**src/rtl/fp_add_ctrl.sv**
```systemverilog
// fp_add_ctrl: sequencing controller for the floating-point add/sub/mult datapath.
// Drives alignment selects, the ALU operation and a one-position-per-step
// normalization loop, then reports completion with a single-cycle done pulse.
module fp_add_ctrl #(
    parameter int MAX_NORM_STEPS = 26,
    parameter int MAX_ALIGN      = 27
) (
    input  logic        clk,
    input  logic        reset,
    input  logic        start,
    input  logic [1:0]  op_in,
    input  logic [7:0]  expDiff,
    input  logic [26:0] fracResult,
    input  logic        carry,
    output logic        smallerExpSrc,
    output logic [7:0]  shiftRightQtt,
    output logic [1:0]  operation,
    output logic        normalization_src,
    output logic        shift_src,
    output logic        shift,
    output logic        busy,
    output logic        done,
    output logic        zero,
    output logic        err
);

    typedef enum logic [2:0] {
        IDLE,
        ALIGN,
        EXEC,
        NORM_EVAL,
        NORM_WAIT,
        DONE
    } state_t;

    localparam int          CNT_W       = $clog2(MAX_NORM_STEPS + 1);
    localparam logic [8:0]  MAX_ALIGN_W = 9'(MAX_ALIGN);
    localparam logic [CNT_W-1:0] MAX_STEPS_W = CNT_W'(MAX_NORM_STEPS);
    localparam logic [1:0]  OP_MULT     = 2'b10;
    localparam logic [1:0]  OP_ILLEGAL  = 2'b11;

    state_t           state_q, state_d;
    logic [CNT_W-1:0] step_cnt_q, step_cnt_d;
    logic             smaller_exp_src_q, smaller_exp_src_d;
    logic [7:0]       shift_right_qtt_q, shift_right_qtt_d;
    logic [1:0]       operation_q, operation_d;
    logic             norm_src_q, norm_src_d;
    logic             shift_src_q, shift_src_d;
    logic             shift_q, shift_d;
    logic             busy_q, busy_d;
    logic             done_q, done_d;
    logic             zero_q, zero_d;
    logic             err_q, err_d;
    logic [8:0]       abs_diff;
    logic [7:0]       align_amt;

    // Magnitude of the exponent difference, widened so that -128 is representable, then saturated.
    always_comb begin
        abs_diff  = expDiff[7] ? ({1'b0, ~expDiff} + 9'd1) : {1'b0, expDiff};
        align_amt = (abs_diff > MAX_ALIGN_W) ? MAX_ALIGN_W[7:0] : abs_diff[7:0];
    end

    // Next-state and registered-output computation for the sequencing FSM.
    always_comb begin
        state_d           = state_q;
        step_cnt_d        = step_cnt_q;
        smaller_exp_src_d = smaller_exp_src_q;
        shift_right_qtt_d = shift_right_qtt_q;
        operation_d       = operation_q;
        norm_src_d        = norm_src_q;
        shift_src_d       = shift_src_q;
        shift_d           = 1'b0;
        busy_d            = busy_q;
        done_d            = 1'b0;
        zero_d            = zero_q;
        err_d             = err_q;

        case (state_q)
            IDLE: begin
                if (start) begin
                    operation_d = op_in;
                    busy_d      = 1'b1;
                    zero_d      = 1'b0;
                    err_d       = 1'b0;
                    step_cnt_d  = '0;
                    state_d     = ALIGN;
                    if (op_in != OP_ILLEGAL) begin
                        norm_src_d = 1'b1;
                    end
                end
            end
            ALIGN: begin
                if (operation_q == OP_ILLEGAL) begin
                    err_d   = 1'b1;
                    done_d  = 1'b1;
                    busy_d  = 1'b0;
                    state_d = DONE;
                end else begin
                    if (operation_q == OP_MULT) begin
                        smaller_exp_src_d = 1'b1;
                        shift_right_qtt_d = 8'd0;
                    end else begin
                        smaller_exp_src_d = ~expDiff[7];
                        shift_right_qtt_d = align_amt;
                    end
                    norm_src_d = 1'b1;
                    state_d    = EXEC;
                end
            end
            EXEC: begin
                state_d = NORM_EVAL;
            end
            NORM_EVAL: begin
                if ((step_cnt_q == '0) && carry) begin
                    shift_d     = 1'b1;
                    shift_src_d = 1'b1;
                    step_cnt_d  = step_cnt_q + CNT_W'(1);
                    state_d     = NORM_WAIT;
                end else if (fracResult == 27'd0) begin
                    zero_d  = 1'b1;
                    done_d  = 1'b1;
                    busy_d  = 1'b0;
                    state_d = DONE;
                end else if (fracResult[26]) begin
                    done_d  = 1'b1;
                    busy_d  = 1'b0;
                    state_d = DONE;
                end else if (step_cnt_q == MAX_STEPS_W) begin
                    err_d   = 1'b1;
                    done_d  = 1'b1;
                    busy_d  = 1'b0;
                    state_d = DONE;
                end else begin
                    shift_d     = 1'b1;
                    shift_src_d = 1'b0;
                    step_cnt_d  = step_cnt_q + CNT_W'(1);
                    state_d     = NORM_WAIT;
                end
            end
            NORM_WAIT: begin
                norm_src_d = 1'b0;
                state_d    = NORM_EVAL;
            end
            DONE: begin
                state_d = IDLE;
            end
            default: begin
                state_d = IDLE;
            end
        endcase
    end

    // State and output registers with synchronous active-high reset.
    always_ff @(posedge clk) begin
        if (reset) begin
            state_q           <= IDLE;
            step_cnt_q        <= '0;
            smaller_exp_src_q <= 1'b0;
            shift_right_qtt_q <= 8'd0;
            operation_q       <= 2'b00;
            norm_src_q        <= 1'b0;
            shift_src_q       <= 1'b0;
            shift_q           <= 1'b0;
            busy_q            <= 1'b0;
            done_q            <= 1'b0;
            zero_q            <= 1'b0;
            err_q             <= 1'b0;
        end else begin
            state_q           <= state_d;
            step_cnt_q        <= step_cnt_d;
            smaller_exp_src_q <= smaller_exp_src_d;
            shift_right_qtt_q <= shift_right_qtt_d;
            operation_q       <= operation_d;
            norm_src_q        <= norm_src_d;
            shift_src_q       <= shift_src_d;
            shift_q           <= shift_d;
            busy_q            <= busy_d;
            done_q            <= done_d;
            zero_q            <= zero_d;
            err_q             <= err_d;
        end
    end

    assign smallerExpSrc     = smaller_exp_src_q;
    assign shiftRightQtt     = shift_right_qtt_q;
    assign operation         = operation_q;
    assign normalization_src = norm_src_q;
    assign shift_src         = shift_src_q;
    assign shift             = shift_q;
    assign busy              = busy_q;
    assign done              = done_q;
    assign zero              = zero_q;
    assign err               = err_q;

endmodule

```
**config.mk**
```make
export PLATFORM = sky130hd
export DESIGN_NAME = fp_add_ctrl
export DESIGN_NICKNAME = d
export VERILOG_FILES = /design/src/rtl/fp_add_ctrl.sv
export SDC_FILE = /design/constraint.sdc
export NUM_CORES = 1
export LEC_CHECK = 0
export CORE_MARGIN = 2
export CORE_UTILIZATION = 46
export CTS_CLUSTER_SIZE = 20
export DETAILED_ROUTE_END_ITERATION = 7
export PLACE_DENSITY = 0.84
export SKIP_CTS_REPAIR_TIMING = 1
export SLEW_MARGIN = 25
export SYNTH_ARGS = -nofsm -noshare
export SYNTH_HDL_FRONTEND = slang
export SYNTH_SLANG_ARGS = --single-unit
```
**constraint.sdc**
```tcl
create_clock -name clk -period 3.6 [get_ports clk]
set_clock_uncertainty 0.05 [all_clocks]
set_input_delay 0.72 -clock clk [delete_from_list [all_inputs] [get_ports clk]]
set_output_delay 0.72 -clock clk [all_outputs]
set_load 0.02 [all_outputs]
```
==> results by stage, run 1 <==
Critical path:
- The terminus of the critical flop-to-flop path is step_cnt_q[3].
- The startpoint identified for the worst register-to-register timing path is state_q[0].
- The signal on the critical path passes through clkdlybuf4s50_1 > or4b_1 > o21ai_4 > o21ai_1 > a21oi_1 > mux2i_1.
- The signal arrival time at the worst endpoint is 2.57 ns.
- Together, buffers and inverters on the worst path number 1.
- The largest individual stage delay along the critical path comes from the cell sky130_fd_sc_hd__or4b_1.
- The category of the critical setup timing path is primary input to flop.
- For the worst flop-to-flop path, the logic depth is 5.
- At the worst endpoint, the required time is 3.81 ns.
- The largest single stage delay on the critical path is 0.63 ns.
- Along the worst path, the maximum fanout reaches 7.
- The worst-case register-to-register setup slack is 1.61 ns.
- Counting buffers and inverters, the worst setup path is 6 cells deep.
- The capture point of the worst path is step_cnt_q[3].
- The worst setup path is launched from a primary input.
- The worst setup path startpoint is start.
- The endpoint kind of the worst setup timing path is a flop.
- Broken down by cell family, the worst path's largest delay share belongs to simple AND/OR/NAND/NOR gates.

Clock network:
- Clock-pin slew was measured on the worst setup and hold paths at 0.13 ns.
- Clock tree synthesis inserted a total of 3 buffers.
- The maximum clock path buffer count is 2.
- The sink count of the clock tree is 26.
- The cell chosen for the clock root is sky130_fd_sc_hd__clkbuf_4.
- The clock tree from TritonCTS is yes.
- In this run the number of H-tree levels came out at 1.
- The later-pin clock latency in the skew report is 0.32 ns.

Timing:
- Across all setup checks in the final design, the least slack found is 1.242 ns.
- The final max-slew violation count is 0.
- The hold violation total from the final report is 0.
- The final setup TNS is 0 ns.
- The part of the cycle the worst path needs is 0.6549.
- The worst hold slack is 0.4207 ns.
- The number of failing setup endpoints in the final timing report is 0.
- The measured slew at the worst slew-check pin is 0.5170 ns.
- Setup repair after global routing left no endpoint under its margin.
- The max-slew headroom at the worst pin is 0.6506.
- For this run, the top clock speed supported by timing is 0.4242 GHz.
- The time the worst path needs with I/O delays and setup is 2.358 ns.

Pwr:
- For this design the ratio of total power to cell area is 321.4 nW/um2.
- IR analysis of the VDD net gives a maximum drop of 0.2172 mV.
- The static leakage is 0.7470 nW.

Routing:
- The iteration count of the initial detailed-routing pass is 4.
- After detailed routing, the number of vias per cell comes to 5.356.
- The antenna violation net count after detailed routing is 0.
- The detailed router's first-iteration violation count is 81.
- The final route contains 1489 vias.
- After detailed routing, the average wire length per cell comes to 12.42 um.
- In the routed design, unresolved DRC markers number 0.
- Wires add up to 3453 um.

Placement:
- The post-placement cell count is 275.
- The count of buffers added on input and output ports is 58.
- The cell area after placement is 2083 um2.
- At the end of routability-driven placement, the weighted congestion stood at 0.8202.
- Detailed placement ended at an HPWL of 2680 um.
- The post-placement setup slack is 0.9147 ns.

Final layout:
- The combined area of the multi-input logic cells is 889.6 um2.
- The library cells used most frequently in the layout, excluding fill and tap cells, are sky130_fd_sc_hd__clkdlybuf4s50_1, sky130_fd_sc_hd__dfxtp_1, sky130_fd_sc_hd__nand2_1.
- The sequential cell area is 520.5 um2.
- The area growth from synthesis to layout is 42.87%.
- The library cell used most frequently in the layout, excluding fill and tap cells, is sky130_fd_sc_hd__clkdlybuf4s50_1.
- After routing the design area is 2106 um2.
- Counting the fill cells in the layout gives 271.
- The number of nets in the finished design is 281.
- The number of non-filler instances in the completed layout is 278.
- In the final layout, the share of cells above drive strength 1 is 0.03846.
- The repair_antennas step left the layout with diodes totalling 0.

Yosys:
- The number of flops mapped to enable cells by yosys is 0.
- The share of synthesized area occupied by flip-flops and latches is 0.3531.
- The count of cell types in the netlist is 45.
- The instance count of the mapped netlist is 179.
- In the synthesized netlist the dominant register cell turns out to be sky130_fd_sc_hd__dfxtp_1.
- The synthesized area per cell is 8.234 um2.
- Of all flip-flops after synthesis, the portion carrying an async set or reset was 0.
- The post-synthesis cell area is 1474 um2.
- The number of warnings printed during yosys synthesis is 0.
- The synthesized net count is 224.
- The synthesized design contains 26 register bits.

Die:
- For this design the top-level I/O count stands at 59.
- In this run the vertical extent of the chip is 60.61 um.
- The width of the chip is 60.61 um.
- The die area is 3673 um2.
- For this configuration, the core starts out at a cell density of 0.4828.
- The number of placement rows is 20.
- The core footprint is 3053 um2.

Global routing:
- The leftover overflow at the end of global routing is 0.
- The wire length of the first global-routing pass is 5685 um.
- In the global route stage, met2 resource usage came out at 0.3057.
- Entering global routing, the biggest net connects 27 pins.
- The global-route usage over all layers is 0.2007.
- The global routing's busiest layer is met2.
- The met3 routing resource usage after global routing is 0.03625.
- In the global route stage, met1 resource usage came out at 0.2850.
- The number of antenna violations at the first check in global routing is 0.
- The via count of the first global-routing pass is 1282.

Run:
- The tool flagged a number of max-cap violations equal to 0.

Outcome:
- The run finished with clean final reports.

Hold path:
- The min-delay analysis places its worst path in the category flop to flop.
cells by family (layout without fill, tap and decap cells):
| kind of cell | count (synthesis) | after routing | synth area share |
|---|---|---|---|
| AOI/OAI and AO/OA | 47 | 47 | 0.2173 |
| adders and majority gates | 4 | 4 | 0.03396 |
| buffers and inverters | 14 | 69 | 0.04329 |
| xor gates and xnor gates | 5 | 5 | 0.02971 |
| muxes | 5 | 5 | 0.03481 |
| DFF | 26 | 26 | 0.3531 |
| and+or+nand+nor | 78 | 78 | 0.2878 |
worst min-delay path by stage:
stage,start,endpoint,cells past startpoint
2_1_floorplan,step_cnt_q[4],step_cnt_q[4],2
3_3_place_gp,zero,zero,2
3_5_place_dp,zero,zero,2
4_1_cts,zero,zero,2
5_1_grt,zero,zero,2
6_report,zero,zero,2
layout make-up:
cell class	count	area share
clock buffers	3	0.01070
well taps	44	0.02614
multi-input cells	139	0.4225
flip-flops and latches	26	0.2472
repair buffers	60	0.2828
inverters	6	0.01070
registers in the layout (all words and copies together), names as in the netlist, 2 cells and up:
name and cells:
state_q 3, operation 2, shiftRightQtt 8, step_cnt_q 5
power by group:
part / switching, mW / total, mW / internal (mW)
Clock: 0.0847 / 0.124 / 0.0392
Sequential: 0.0226 / 0.331 / 0.308
Combinational: 0.105 / 0.222 / 0.117
per-layer routing:
metal	vias up	part of all wire
met3	6	0.053
li1	776	-
met5	-	0
met4	0	0.010
met2	38	0.47
met1	669	0.47
synthesized netlist by cell type (all sizes together) (4+ instances only):
cell     n  area share
ha       4       0.034
o21ai    7       0.031
nand2   20       0.051
xnor2    4       0.024
inv      6       0.015
nand3    7       0.024
nand2b   6       0.025
buf      4       0.018
a211oi   7       0.036
dfxtp   26        0.35
clkbuf   4       0.010
a21oi   16       0.054
nor3b    5       0.025
mux2i    4       0.027
nor4     8       0.034
nor2    13       0.033
tightest hold or removal path: cells and delay by family, from the launching register on:
family | cells | cell delay [ns]
flip-flops | 1 | 0.33
AO/OA/AOI/OAI | 1 | 0.06
AND/OR/NAND/NOR | 1 | 0.05
metrics by stage:
stage	util	total power [mW]
after global placement	0.6824	0.5552
after global routing	0.6898	0.7163
after CTS	0.6898	0.6792
final	0.6898	0.6767
after floorplan	-	0.4604
after detailed placement	0.6824	0.5592
No activity file was read; power rests on OpenSTA's default activity.
==> run 2, diff against run 1 <==
--- a/config.mk
+++ b/config.mk
@@ -6,10 +6,10 @@
 export NUM_CORES = 1
 export LEC_CHECK = 0
 export CORE_MARGIN = 2
-export CORE_UTILIZATION = 46
+export CORE_UTILIZATION = 39
 export CTS_CLUSTER_SIZE = 20
 export DETAILED_ROUTE_END_ITERATION = 7
-export PLACE_DENSITY = 0.84
+export PLACE_DENSITY = 0.76
 export SKIP_CTS_REPAIR_TIMING = 1
 export SLEW_MARGIN = 25
 export SYNTH_ARGS = -nofsm -noshare
==> constraint.sdc (replaced) <==
create_clock -name clk -period 2 [get_ports clk]
set_clock_uncertainty 0.05 [all_clocks]
set_input_delay 0.4 -clock clk [delete_from_list [all_inputs] [get_ports clk]]
set_output_delay 0.4 -clock clk [all_outputs]
set_load 0.02 [all_outputs]
==> run 2 against run 1 <==
Total power grew 120%. Non-clock buffer count grew 17. Largest cell class unchanged. Die area grew 17%. Count of clock-buffer cells in the layout is the same. Worst setup slack lost 1.1 ns. Critical path type unchanged. Sequential share of layout area shrank 2.3 points. First-iteration DRC count shrank 12%. Via count grew 7.5%. Critical path depth is the same. Combinational power grew 110%.
==> results by stage, run 2 (synthesis results as in run 1) <==
Routing:
- Detailed routing inserted a total of 1601 vias.
- The average routed wire per standard cell is 12.78 um.
- The iteration count of the initial detailed-routing pass is 5.
- The detail route stage leaves a number of antenna-violating nets equal to 0.
- The detailed router's first-iteration violation count is 71.
- The wire length reported by the detailed router is 3833 um.
- The DRC violations left is 0.
- The post-detailed-route via-to-cell ratio is 5.337.

Critical path:
- The worst endpoint required time is 2.17 ns.
- STA classifies the critical path endpoint as a flop.
- The largest single stage delay on the critical path is 0.51 ns.
- The critical path is of the primary input to flop type.
- For this design, the slowest cell found on the critical path is sky130_fd_sc_hd__or4b_4.
- Traced cell by cell, the critical path runs through clkdlybuf4s50_1 > or4b_4 > o21ai_4 > o21ai_1 > a21oi_1 > mux2i_1.
- The maximum fanout along the worst path is 5.
- STA puts the critical path data arrival time at 2.04 ns.
- STA classifies the critical path startpoint as a primary input.

Placement:
- The congestion estimate from routability-driven global placement came to 0.8229.
- The number of buffers added on ports is 58.
- The wire-length estimate of the detail-placed layout is 3033 um.

Timing:
- Setup violations remaining at the end of the flow were counted as 0.
- Adding up every negative setup slack in the final design gives 0 ns.
- At the pin with the least slew margin, the transition time is 0.3565 ns.
- The final max-slew violation count was 0.
- The worst hold slack is 0.4127 ns.
- The max-slew headroom at the worst pin is 0.7623.
- The hold violation total from the final report is 0.
- Setup repair after global routing left no endpoint under its margin.
- The part of the cycle the worst path needs is 0.9333.
- The top achievable clock speed is 0.5357 GHz.
- The time the worst path needs with I/O delays and setup is 1.867 ns.

Outcome:
- The run finished with clean final reports.

Clock network:
- The tree is rooted in a sky130_fd_sc_hd__clkbuf_8.
- The sink count of the clock tree is 26.
- TritonCTS built the clock tree.
- The number of levels in the clock H-tree is 1.
- The total clock buffers created by CTS is 3.
- After clock tree synthesis, the clock-pin slew on the worst setup and hold paths is 0.10 ns.
- For the worst-skew pair, the clock arrives at the later sink with an insertion delay of 0.28 ns.
- The maximum clock path buffer count is 2.

Final layout:
- The register with the most flip-flops in the layout has 8 of them.
- Relative to the synthesized area, the layout overhead comes to 57.22%.
- The sequential cell area is 520.5 um2.
- 0 antenna diodes ended up in the layout.
- The most common library cell in the layout ignoring fill and taps is sky130_fd_sc_hd__clkdlybuf4s50_1.
- In the final layout, the multi-input gates occupy 907.1 um2.
- For this run, the post-layout net count is 298.
- After filler insertion, the fill cell instance count of the layout stands at 333.
- In the layout the commonest cells are sky130_fd_sc_hd__clkdlybuf4s50_1, sky130_fd_sc_hd__dfxtp_1, sky130_fd_sc_hd__nand2_1.
- In the final layout, the share of cells above drive strength 1 is 0.1230.

Global routing:
- The met3 routing resource usage after global routing is 0.02740.
- The leftover overflow at the end of global routing is 0.
- The number of antenna violations at the first check in global routing is 0.
- In the global route stage, met2 resource usage came out at 0.3495.
- The via count of the first global-routing pass is 1537.
- The first global-routing pass estimated 6617 um of wire.
- The global routing's busiest layer is met2.
- Entering global routing, the biggest net connects 24 pins.
- Across every metal layer, demand over resource in global routing totals 0.1955.
- In the global route stage, met1 resource usage came out at 0.2407.

Die:
- The width of the chip is 65.48 um.
- The height of the die is 65.48 um.
- The top-level port count is 59.
- For this configuration, the core starts out at a cell density of 0.4056.
- The core footprint is 3633 um2.
- The die covers 4287 um2.
- The number of placement rows is 22.

Pwr:
- The switching share of power is 0.2843.
- The power density normalized to cell area is 645.0 nW/um2.
- The maximum resistive drop on vdd is 0.4317 mV.
- For this design the total switching power over the nets is 0.4250 mW.
- The cell internal power dissipation is 1.070 mW.
- The portion of total power attributed to sequential cells is 0.388.
- The sum of internal, switching and leakage power is 1.495 mW.
- The static leakage is 0.8611 nW.
- The share of total power dissipated in the clock network is 0.300.
- The proportion of power drawn by combinational gates is 0.312.

Run:
- Across the run, the number of max-cap violations was 0.

Hold path:
- The tightest min-delay check is of the flop to flop type.
run 2: cell types whose count changed in the layout (fill, tap and decap cells not counted), sizes merged:
cell and change:
buf +17, bufinv +1
run 2: critical path: cells and delay by family:
kind	cells	cell delay, ns
and+or+nand+nor	1	0.51
muxes	1	0.19
AOI/OAI and AO/OA	3	0.45
buffers and inverters	1	0.48
run 2: final timing paths:
path	slack [ns]	startpoint	depth (start not counted)	endpoint
max reg2reg	0.14	step_cnt_q[0]	8	busy
min	0.41	shiftRightQtt[2]	2	shiftRightQtt[2]
max	0.13	start	6	step_cnt_q[3]
min reg2reg	0.41	shiftRightQtt[2]	2	shiftRightQtt[2]
run 2: through the flow:
stage            util  std cells  area, um2  setup WS [ns]
2_1_floorplan       -        179       1474         0.3523
3_3_place_gp   0.6133        296       2228        -0.2057
3_5_place_dp   0.6133        296       2228        -0.2696
4_1_cts        0.6329        300       2300        0.04838
5_1_grt        0.6377        300       2317        0.01103
6_report       0.6377        300       2317         0.1333
run 2: layout make-up:
class,instances,area share
Multi-Input combinational cell,139,0.3915
Tap cell,48,0.02592
Clock buffer,3,0.01782
Inverter,6,0.009719
Timing Repair Buffer,77,0.3175
Sequential cell,26,0.2246
Clock inverter,1,0.01296
run 2: metal layers:
metal | vias to the layer above | wire [um]
met5 | - | 0
met4 | 0 | 53
met3 | 5 | 162
met2 | 50 | 1802
met1 | 735 | 1815
li1 | 811 | -
run 2: power by group through the flow:
stage / combinational [mW] / sequential (mW) / clock (mW)
finish: 0.466 / 0.580 / 0.449
global route: 0.512 / 0.586 / 0.467
CTS: 0.461 / 0.580 / 0.452
detailed placement: 0.459 / 0.591 / 0
global placement: 0.451 / 0.591 / 0
floorplan: 0.205 / 0.624 / 0
